File: src/rtl/forwarding_unit_pkg.sv
// forwarding_unit_pkg: operand classification and bypass-source encodings for the forwarding unit
package forwarding_unit_pkg;
  typedef enum logic [1:0] {NoType = 2'd0, Type1 = 2'd1, Type2 = 2'd2, Type1_3 = 2'd3} forwarding_type_t;
  typedef enum logic [1:0] {NoForwarding = 2'd0, ForwardFromEx = 2'd1, ForwardFromMem = 2'd2, ForwardFromWb = 2'd3} forwarding_t;
endpackage

File: src/rtl/forwarding_select.sv
// forwarding_select: nearest-stage bypass choice for one source operand
module forwarding_select
  import forwarding_unit_pkg::*;
(
  input  logic [4:0] rs,
  input  logic [4:0] rd_ex,
  input  logic [4:0] rd_mem,
  input  logic [4:0] rd_wb,
  input  logic       en_ex,
  input  logic       en_mem,
  input  logic       en_wb,
  output logic [1:0] sel
);
  logic hit_ex, hit_mem, hit_wb;
  // x0 is hard-wired zero, so a zero source never takes a bypass
  assign hit_ex  = en_ex  && (rs == rd_ex)  && (rd_ex  != 5'd0);
  assign hit_mem = en_mem && (rs == rd_mem) && (rd_mem != 5'd0);
  assign hit_wb  = en_wb  && (rs == rd_wb)  && (rd_wb  != 5'd0);
  always_comb
    sel = hit_ex  ? ForwardFromEx  :
          hit_mem ? ForwardFromMem :
          hit_wb  ? ForwardFromWb  : NoForwarding;
endmodule

File: src/rtl/forwarding_unit.sv
// forwarding_unit: per-operand bypass selection for ID, EX and MEM sources (purely combinational)
module forwarding_unit
  import forwarding_unit_pkg::*;
(
  input  logic       clock,
  input  logic       reset_n,
  input  logic [1:0] forwarding_type_id,
  input  logic [1:0] forwarding_type_ex,
  input  logic [1:0] forwarding_type_mem,
  input  logic       reg_we_mem,
  input  logic       reg_we_wb,
  input  logic       zicsr_ex,
  input  logic [4:0] rd_ex,
  input  logic [4:0] rd_mem,
  input  logic [4:0] rd_wb,
  input  logic [4:0] rs1_id,
  input  logic [4:0] rs2_id,
  input  logic [4:0] rs1_ex,
  input  logic [4:0] rs2_ex,
  input  logic [4:0] rs2_mem,
  output logic [1:0] forward_rs1_id,
  output logic [1:0] forward_rs2_id,
  output logic [1:0] forward_rs1_ex,
  output logic [1:0] forward_rs2_ex,
  output logic [1:0] forward_rs2_mem
);
  logic unused_clk_rst;
  logic id_ex, id_mem, id_wb, ex_mem, ex_wb, mem_wb, ex_typed;
  assign unused_clk_rst = ^{clock, reset_n};
  // Only Zicsr results exist early enough in EX to feed the ID stage
  assign id_ex    = zicsr_ex && (forwarding_type_id == Type2);
  assign id_mem   = reg_we_mem && (forwarding_type_id == Type2);
  assign id_wb    = reg_we_wb && (forwarding_type_id != NoType);
  assign ex_typed = (forwarding_type_ex == Type1) || (forwarding_type_ex == Type1_3);
  assign ex_mem   = reg_we_mem && ex_typed;
  assign ex_wb    = reg_we_wb && ex_typed;
  assign mem_wb   = reg_we_wb && (forwarding_type_mem == Type1_3);
  forwarding_select u_rs1_id (.rs(rs1_id), .rd_ex(rd_ex), .rd_mem(rd_mem), .rd_wb(rd_wb),
    .en_ex(id_ex), .en_mem(id_mem), .en_wb(id_wb), .sel(forward_rs1_id));
  forwarding_select u_rs2_id (.rs(rs2_id), .rd_ex(rd_ex), .rd_mem(rd_mem), .rd_wb(rd_wb),
    .en_ex(1'b0), .en_mem(id_mem), .en_wb(id_wb), .sel(forward_rs2_id));
  forwarding_select u_rs1_ex (.rs(rs1_ex), .rd_ex(rd_ex), .rd_mem(rd_mem), .rd_wb(rd_wb),
    .en_ex(1'b0), .en_mem(ex_mem), .en_wb(ex_wb), .sel(forward_rs1_ex));
  forwarding_select u_rs2_ex (.rs(rs2_ex), .rd_ex(rd_ex), .rd_mem(rd_mem), .rd_wb(rd_wb),
    .en_ex(1'b0), .en_mem(ex_mem), .en_wb(ex_wb), .sel(forward_rs2_ex));
  forwarding_select u_rs2_mem (.rs(rs2_mem), .rd_ex(rd_ex), .rd_mem(rd_mem), .rd_wb(rd_wb),
    .en_ex(1'b0), .en_mem(1'b0), .en_wb(mem_wb), .sel(forward_rs2_mem));
endmodule

File: config.mk
export PLATFORM = sky130hd
export DESIGN_NAME = forwarding_unit
export DESIGN_NICKNAME = d
export VERILOG_FILES = /design/src/rtl/forwarding_unit_pkg.sv /design/src/rtl/forwarding_select.sv /design/src/rtl/forwarding_unit.sv
export SDC_FILE = /design/constraint.sdc
export NUM_CORES = 1
export LEC_CHECK = 0
export CAP_MARGIN = 40
export CORE_ASPECT_RATIO = 1.2
export CORE_MARGIN = 10
export CORE_UTILIZATION = 35
export DETAILED_ROUTE_END_ITERATION = 8
export GPL_TIMING_DRIVEN = 0
export PLACE_DENSITY = 0.84
export SLEW_MARGIN = 10
export SYNTH_ARGS = -nofsm -noshare
export SYNTH_HDL_FRONTEND = slang
export SYNTH_SLANG_ARGS = --single-unit
File: constraint.sdc
create_clock -name vclk -period 2.2
set_input_delay 0.33 -clock vclk [all_inputs]
set_output_delay 0.33 -clock vclk [all_outputs]
set_load 0.1 [all_outputs]
==> results of run 1 <==
==> cells in the mapped netlist <==
cell type and instances:
o211ai_1 1, nor2b_1 1, nor4_1 5, o2111ai_1 1
nor2_1 6, nand4_1 2, a2bb2oi_1 1, inv_1 3
nand2_1 1, o41ai_1 2, buf_4 2, o21a_1 1
xnor2_1 16, a222oi_1 1, and2_1 1, o22ai_1 2
nand3_1 6, and3_1 1, o211ai_2 2, or4_4 1
buf_2 6, clkbuf_1 3, or4_1 3, nor2b_2 1
nand4b_1 1, nor3_1 6, buf_6 1, xor2_1 30
==> placed cells by master, fill, tap and decap left out, drive strengths merged, types with 2 or more instances in the layout <==
cell            n
xor2           30
buf            27
clkdlybuf4s50  25
xnor2          16
dlygate4sd2    12
nor3            6
nand3           6
nor2            6
nor4            5
or4             4
inv             3
o211ai          3
clkbuf          2
nand4           2
nor2b           2
o41ai           2
o22ai           2
==> what timing repair did <==
item	CTS	global route
gates cloned	0	0
setup endpoints to repair	10	5
setup buffers	5	1
resized for setup	35	8
pin swaps	7	3
endpoints found under the hold margin	0	0
==> where the power goes <==
part	switching, mW	internal, mW	total, mW
Clock	0	0.0000000608	0.0000000609
Combinational	0.144	0.146	0.289
Sequential	0	0	0
==> final timing paths <==
kind,start,endpoint,slack [ns]
hold / removal,rd_mem[4],forward_rs2_ex[1],1.21
setup / recovery,forwarding_type_ex[0],forward_rs1_ex[1],0.01
==> cell families after synthesis <==
| kind of cell | after synthesis | share of synthesized area, % |
|---|---|---|
| xor gates and xnor gates | 46 | 51.7 |
| and+or+nand+nor | 35 | 25.7 |
| AOI/OAI and AO/OA | 11 | 12.5 |
| buffers and inverters | 15 | 10.1 |
==> through the flow <==
stage | instance area [sq um] | hold slack (ns) | instances
2_1_floorplan | 921 | 0.979 | 107
3_3_place_gp | 1440 | 1.98 | 185
3_5_place_dp | 1590 | 1.65 | 195
4_1_cts | 1630 | 1.21 | 191
5_1_grt | 1660 | 1.24 | 192
6_report | 1660 | 1.21 | 193
==> final cells by class <==
cell class,count,area share [%]
repair buffers,55,37.3
plain buffers,12,5.64
inverters,3,0.677
diodes,1,0.150
multi-input cells,92,54.0
well taps,30,2.26
==> per-layer routing <==
metal	routed length, um	vias up
met5	0	-
met4	56	0
met3	267	4
met2	1940	50
met1	1270	476
li1	-	481
==> impl_metrics.env, run 1 <==
export IMPL_grt_util_met2_pct=28.9
export IMPL_yosysWarnings=0
export IMPL_drcViolationCount=0
export IMPL_max_stage_delay_ns=0.59
export IMPL_clock_buffers=0
export IMPL_run_status="finished clean"
export IMPL_fin_crit_ns=2.19
export IMPL_dieArea_sq_mm=0.00452
export IMPL_finalSetupViolations=0
export IMPL_dp_slack_ns=-0.795
export IMPL_cts_hold_buf=0
export IMPL_crit_buf_inv=3
export IMPL_grt_max_degree=8
export IMPL_synth_cells=107
export IMPL_synth_seq_area_share_pct=0
export IMPL_grt_pass1_vias=1160
export IMPL_slowest_stage="clkdlybuf4s50_1"
export IMPL_seq_cell_count=0
export IMPL_power_mw=0.289
export IMPL_leakagePower_nw=0.685
export IMPL_std_cell_rows=18
export IMPL_post_route_period_util_pct=99.4
export IMPL_crit_fanout=3
export IMPL_drive_gt1_share_pct=32.7
export IMPL_drt_pass1_iter_count=4
export IMPL_powerDensity_mw_per_mm2=174
export IMPL_synth_area_sq_um=779
export IMPL_rsz0062_at_grt="true"
export IMPL_grt_antenna_before_repair=0
export IMPL_finalMaxSlewViolations=0
export IMPL_core_area_sq_mm=0.00209
export IMPL_vias_per_cell=5.24
export IMPL_fill_cells=149
export IMPL_synth_area_leader_cell="xor2_1"
export IMPL_yosys_area_top_type_share_pct=33.7
export IMPL_syn_num_nets=158
export IMPL_min_path_type="input port to output port"
export IMPL_cp_arrival_ns=1.86
export IMPL_grt_pass1_wl_mm=5.59
export IMPL_ant_nets=0
export IMPL_hpwl_mm=2.93
export IMPL_relSlewSlack_pct=69.8
export IMPL_grt_busiest_layer="met2"
export IMPL_tightest_slew_ns=0.453
export IMPL_ir_worst_vdd_mv=0.121
export IMPL_maxCapViolations=0
export IMPL_grt_use_met1_pct=15.8
export IMPL_track_usage_pct=14.6
export IMPL_grt_remaining_overflow=0
export IMPL_wire_per_inst_um=18.3
export IMPL_final_setup_worst_slack_ns=0.0129
export IMPL_vias=1011
export IMPL_worstHoldPathCells=5
export IMPL_die_w_um=63.1
export IMPL_final_util_pct=79.4
export IMPL_yosys_top_cells_area="xor2_1, xnor2_1, nor4_1"
export IMPL_place_port_buffers=48
export IMPL_crit_path_cell_trace="clkdlybuf4s50_1, o211ai_4, buf_4, o41ai_4, buf_12"
export IMPL_initial_utilization_pct=37.2
export IMPL_routed_wl_mm=3.54
export IMPL_final_seq_area_sq_um=0
export IMPL_synth_cell_types=28
export IMPL_drt_iter0_markers=22
export IMPL_crit_family="buffers and inverters"
export IMPL_layout_area_overhead_vs_synth_pct=113
export IMPL_use_met3_pct=2.49
export IMPL_multiInputGateArea_sq_um=897
export IMPL_die_y_um=71.7
export IMPL_final_setup_tns_ns=0
export IMPL_gp_congestion=0.807
export IMPL_syn_area_per_cell_sq_um=7.29
export IMPL_cp_end_kind="output port"
export IMPL_pin_count=61
export IMPL_path_class="input port to output port"
export IMPL_hold_viol_final=0
export IMPL_max_freq_mhz=457
export IMPL_crit_cells=5
export IMPL_required_ns=1.87
export IMPL_startpoint_type="input port"
export IMPL_fin_nets=215
(Power assumes the default switching activity.)
==> run 2: changes to the inputs <==
--- a/config.mk
+++ b/config.mk
@@ -5,13 +5,14 @@
 export SDC_FILE = /design/constraint.sdc
 export NUM_CORES = 1
 export LEC_CHECK = 0
+export ABC_AREA = 1
 export CAP_MARGIN = 40
 export CORE_ASPECT_RATIO = 1.2
 export CORE_MARGIN = 10
 export CORE_UTILIZATION = 35
 export DETAILED_ROUTE_END_ITERATION = 8
 export GPL_TIMING_DRIVEN = 0
-export PLACE_DENSITY = 0.84
+export PLACE_DENSITY = 0.77
 export SLEW_MARGIN = 10
 export SYNTH_ARGS = -nofsm -noshare
 export SYNTH_HDL_FRONTEND = slang
==> run 2 against run 1 <==
  * Die area grew 17%
  * Synthesized cell count grew 84%
  * Utilization shrank 15 points
  * Global-route usage shrank 0.52 points
  * Worst setup slack gained 0.092 ns
  * Largest power group unchanged
  * Flip-flop and latch count is the same
  * Wire length grew 4.6%
  * Hold slack gained 0.058 ns
  * Via count grew 30%
  * Maximum frequency grew 4.4%
  * Critical endpoint is now forward_rs1_id[1]
  * Count of clock-buffer cells in the layout is the same
  * First-iteration DRC count grew to 2.8 times the previous value
==> impl_metrics.env, run 2 <==
export IMPL_run_status="finished clean"
export IMPL_hpwl_mm=3.33
export IMPL_final_setup_worst_slack_ns=0.104
export IMPL_min_path_type="input port to output port"
export IMPL_final_seq_area_sq_um=0
export IMPL_final_common_cell="nand2_1"
export IMPL_synth_most_common_cell="nand2_1"
export IMPL_routed_wl_mm=3.70
export IMPL_maxCapViolations=0
export IMPL_drcViolationCount=0
export IMPL_finalSetupViolations=0
export IMPL_post_dp_cell_area_sq_mm=0.00171
export IMPL_initial_utilization_pct=37.4
export IMPL_synth_seq_area_share_pct=0
export IMPL_powerDensity_mw_per_mm2=167
export IMPL_layout_area_overhead_vs_synth_pct=72.3
export IMPL_ant_nets=0
export IMPL_hold_path_startpoint="rd_wb[0]"
export IMPL_vias=1315
export IMPL_cp_arrival_ns=1.77
export IMPL_post_route_period_util_pct=95.3
export IMPL_place_port_buffers=52
export IMPL_hold_viol_final=0
export IMPL_grt_remaining_overflow=0
export IMPL_wire_per_inst_um=13.1
export IMPL_grt_pass1_vias=1334
export IMPL_layout_common_cells="nand2_1, clkdlybuf4s50_1, nor2_1, xor2_1, inv_1"
export IMPL_startpoint="rs1_id[1]"
export IMPL_synth_area_leader_cell="nand2_1"
export IMPL_pin_count=61
export IMPL_finalMaxSlewViolations=0
export IMPL_design_area_sq_mm=0.00168
export IMPL_yosysWarnings=0
export IMPL_tightest_slew_ns=0.310
export IMPL_synth_cell_types=21
export IMPL_gp_congestion=0.909
export IMPL_dp_slack_ns=-0.626
export IMPL_grt_pass1_wl_mm=6.24
export IMPL_core_area_sq_mm=0.00260
export IMPL_drive_gt1_share_pct=19.2
export IMPL_fin_nets=303
export IMPL_relSlewSlack_pct=79.1
export IMPL_std_cell_rows=20
export IMPL_ir_worst_vdd_mv=0.109
export IMPL_drt_pass1_iter_count=4
export IMPL_path_class="input port to output port"
export IMPL_grt_antenna_before_repair=0
export IMPL_die_y_um=77.7
export IMPL_yosys_area_top_type_share_pct=25.1
export IMPL_leakagePower_nw=0.858
export IMPL_dieArea_sq_mm=0.00529
export IMPL_power_mw=0.281
export IMPL_final_util_pct=64.4
export IMPL_n_antenna_cell=0
export IMPL_startpoint_type="input port"
export IMPL_seq_cell_count=0
export IMPL_required_ns=1.87
export IMPL_clock_buffers=0
export IMPL_cp_end_kind="output port"
export IMPL_synth_area_sq_um=972
export IMPL_syn_area_per_cell_sq_um=4.93
export IMPL_track_usage_pct=14.1
export IMPL_yosys_top_cells_area="nand2_1, xor2_1, nor2_1"
export IMPL_crit_fanout=4
export IMPL_ys_top_cells_by_count="nand2_1, nor2_1, xor2_1"
export IMPL_vias_per_cell=4.65
export IMPL_synth_cells=197
export IMPL_fin_crit_ns=2.10
export IMPL_drt_iter0_markers=62
export IMPL_syn_num_nets=248
export IMPL_die_w_um=68.1
export IMPL_max_freq_mhz=477
export IMPL_grt_max_degree=8
export IMPL_rsz0062_at_grt="false"
export IMPL_final_setup_tns_ns=0
## run 2: path summary, 6_finish.rpt
kind,end,slack (ns),depth (start not counted)
worst max-delay path,forward_rs1_id[1],0.10,10
worst min-delay path,forward_rs2_ex[0],1.26,7
## run 2: cell type report
cell class / count / area (sq um)
fill: 257 / 927
timing repair buffer: 53 / 637
inverter: 28 / 105
multi-input combinational: 161 / 837
tap: 33 / 41.3
buffer: 8 / 55.1
## run 2: per-stage QoR
stage | hold slack [ns] | instances
after floorplan | 1.03 | 197
after global placement | 2.04 | 282
after detailed placement | 1.71 | 292
after CTS | 1.27 | 283
after global routing | 1.32 | 283
final | 1.26 | 283
## run 2: cell families (layout without fill, tap and decap cells)
family / after synthesis / after routing / share of synthesized area (%)
buffers and inverters: 36 / 89 / 16.5
and+or+nand+nor: 125 / 125 / 55.1
xor gates and xnor gates: 25 / 25 / 22.5
AOI/OAI and AO/OA: 11 / 11 / 5.92
## run 2: layer usage
metal,global-route usage (%),vias up,part of all wire (%)
met4,1.01,0,0.57
met3,2.01,2,6.4
li1,-,711,-
met5,0,-,0
met1,16.6,562,40
met2,26.3,40,53
## run 2: what timing repair did
item,CTS,global route
hold buffers,0,0
endpoints found under the setup margin,10,2
pin swaps,1,2
setup buffers,1,0
resized for setup,18,6
## run 2: power by group
part,leakage (nW),switching (mW),total (mW),internal [mW]
Combinational,0.858,0.146,0.281,0.135
Sequential,0,0,0,0
Clock,0,0,0,0
Total,0.858,0.146,0.281,0.135
## run 2: critical path, stage by stage
cell and delay (ns):
clkdlybuf4s50_1 0.55, inv_1 0.07, nand2_1 0.06, nand2_1 0.09
nor2_4 0.08, nand2_1 0.07, nor2_2 0.09, nor2_1 0.06
nor2_2 0.17, buf_12 0.19
==> run 3: changes to the inputs <==
--- a/config.mk
+++ b/config.mk
@@ -12,6 +12,7 @@
 export CORE_UTILIZATION = 35
 export DETAILED_ROUTE_END_ITERATION = 8
 export GPL_TIMING_DRIVEN = 0
+export MAX_ROUTING_LAYER = met4
 export PLACE_DENSITY = 0.77
 export SLEW_MARGIN = 10
 export SYNTH_ARGS = -nofsm -noshare
==> run 3 against run 2 <==
  * Combinational power hardly changed
  * Critical path depth is 2 lower
  * Worst setup slack better by 0.058 ns
  * Via count hardly changed
  * Count of clock-buffer cells in the layout stayed put
  * Flip-flop and latch count stayed put
  * First-iteration DRC count is 23% lower
  * Hold slack worse by 0.021 ns
  * Critical path type unchanged
  * Highest routed layer is now met3
==> impl_metrics.env, run 3 (synthesized netlist as in run 2, its figures left out) <==
export IMPL_layout_area_overhead_vs_synth_pct=72.3
export IMPL_path_class="input port to output port"
export IMPL_final_util_pct=64.4
export IMPL_routed_wl_mm=3.76
export IMPL_grt_pass1_wl_mm=6.15
export IMPL_clock_buffers=0
export IMPL_ant_nets=0
export IMPL_required_ns=1.87
export IMPL_hold_viol_final=0
export IMPL_core_area_sq_mm=0.00260
export IMPL_hpwl_mm=3.37
export IMPL_drt_iter0_markers=48
export IMPL_cp_end_kind="output port"
export IMPL_grt_pass1_vias=1328
export IMPL_die_w_um=68.1
export IMPL_post_route_period_util_pct=92.6
export IMPL_track_usage_pct=14.3
export IMPL_fin_crit_ns=2.04
export IMPL_grt_antenna_before_repair=0
export IMPL_max_freq_mhz=491
export IMPL_vias=1316
export IMPL_startpoint_type="input port"
export IMPL_cts_setup_buffers=0
export IMPL_layout_common_cells="nand2_1, clkdlybuf4s50_1, nor2_1, xor2_1, inv_1"
export IMPL_rsz0062_at_grt="false"
export IMPL_tightest_slew_ns=0.336
export IMPL_dieArea_sq_mm=0.00529
export IMPL_pin_count=61
export IMPL_fin_nets=303
export IMPL_die_y_um=77.7
export IMPL_powerDensity_mw_per_mm2=169
export IMPL_worstHoldPathCells=6
export IMPL_drcViolationCount=0
export IMPL_std_cell_rows=20
export IMPL_initial_utilization_pct=37.4
export IMPL_drive_gt1_share_pct=19.6
export IMPL_cp_arrival_ns=1.71
export IMPL_ir_worst_vdd_mv=0.108
export IMPL_vias_per_cell=4.65
export IMPL_crit_fanout=4
export IMPL_seq_cell_count=0
export IMPL_wire_per_inst_um=13.3
export IMPL_drt_pass1_iter_count=4
export IMPL_gp_congestion=0.924
export IMPL_finalSetupViolations=0
export IMPL_grt_remaining_overflow=0
export IMPL_fill_cells=254
export IMPL_final_common_cell="nand2_1"
export IMPL_leakagePower_nw=0.824
export IMPL_n_antenna_cell=0
export IMPL_min_path_type="input port to output port"
export IMPL_dp_slack_ns=-0.618
export IMPL_relSlewSlack_pct=77.4
export IMPL_run_status="finished clean"
export IMPL_final_seq_area_sq_um=0
export IMPL_multiInputGateArea_sq_um=846
export IMPL_grt_max_degree=8
export IMPL_place_port_buffers=52
export IMPL_final_setup_worst_slack_ns=0.162
export IMPL_maxCapViolations=0
export IMPL_finalMaxSlewViolations=0
==> run 3: layer usage <==
layer	wire length (um)	up-vias	track usage, %
met5	0	-	-
met3	253	0	1.44
met2	2020	40	26.9
li1	-	701	-
met1	1490	575	16.4
met4	0	0	0
==> run 3: area by class of cell <==
cell class	instances	share of cell area [%]
Inverter	28	6.27
Tap cell	33	2.46
Buffer	8	3.29
Timing Repair Buffer	53	37.5
Multi-Input combinational cell	161	50.5
==> run 3: power breakdown <==
| part | leakage (nW) | internal, mW | switching, mW | total, mW |
|---|---|---|---|---|
| registers | 0 | 0 | 0 | 0 |
| logic | 0.824 | 0.137 | 0.147 | 0.284 |
| clock network | 0 | 0 | 0 | 0 |
| total | 0.824 | 0.137 | 0.147 | 0.284 |
==> run 3: final timing paths <==
check | from | end | slack (ns)
setup / recovery | rs1_ex[3] | forward_rs1_ex[0] | 0.16
hold / removal | rd_wb[1] | forward_rs1_ex[0] | 1.24
==> run 3: stage by stage <==
stage / power [mW] / instance area [sq um] / instances / hold WS [ns] / setup TNS [ns]
final: 0.284 / 1680 / 283 / 1.24 / 0
after CTS: 0.283 / 1670 / 283 / 1.27 / 0
after global routing: 0.313 / 1680 / 283 / 1.28 / 0
after floorplan: 0.150 / 986 / 197 / 1.03 / -0.277
after global placement: 0.271 / 1550 / 282 / 2.04 / -8.71
after detailed placement: 0.285 / 1710 / 292 / 1.73 / -4.71
==> run 3: what timing repair did <==
item	4_1_cts	5_1_grt
hold buffers	0	0
setup endpoints to repair	10	1
resized for setup	19	2
pin swaps	2	1
==> run 3: critical path: stages <==
cell	delay (ns)
clkdlybuf4s50_1	0.54
inv_1	0.06
a21oi_1	0.13
nand2_1	0.08
nor2_2	0.14
nand3_2	0.10
nor2_2	0.15
buf_12	0.19
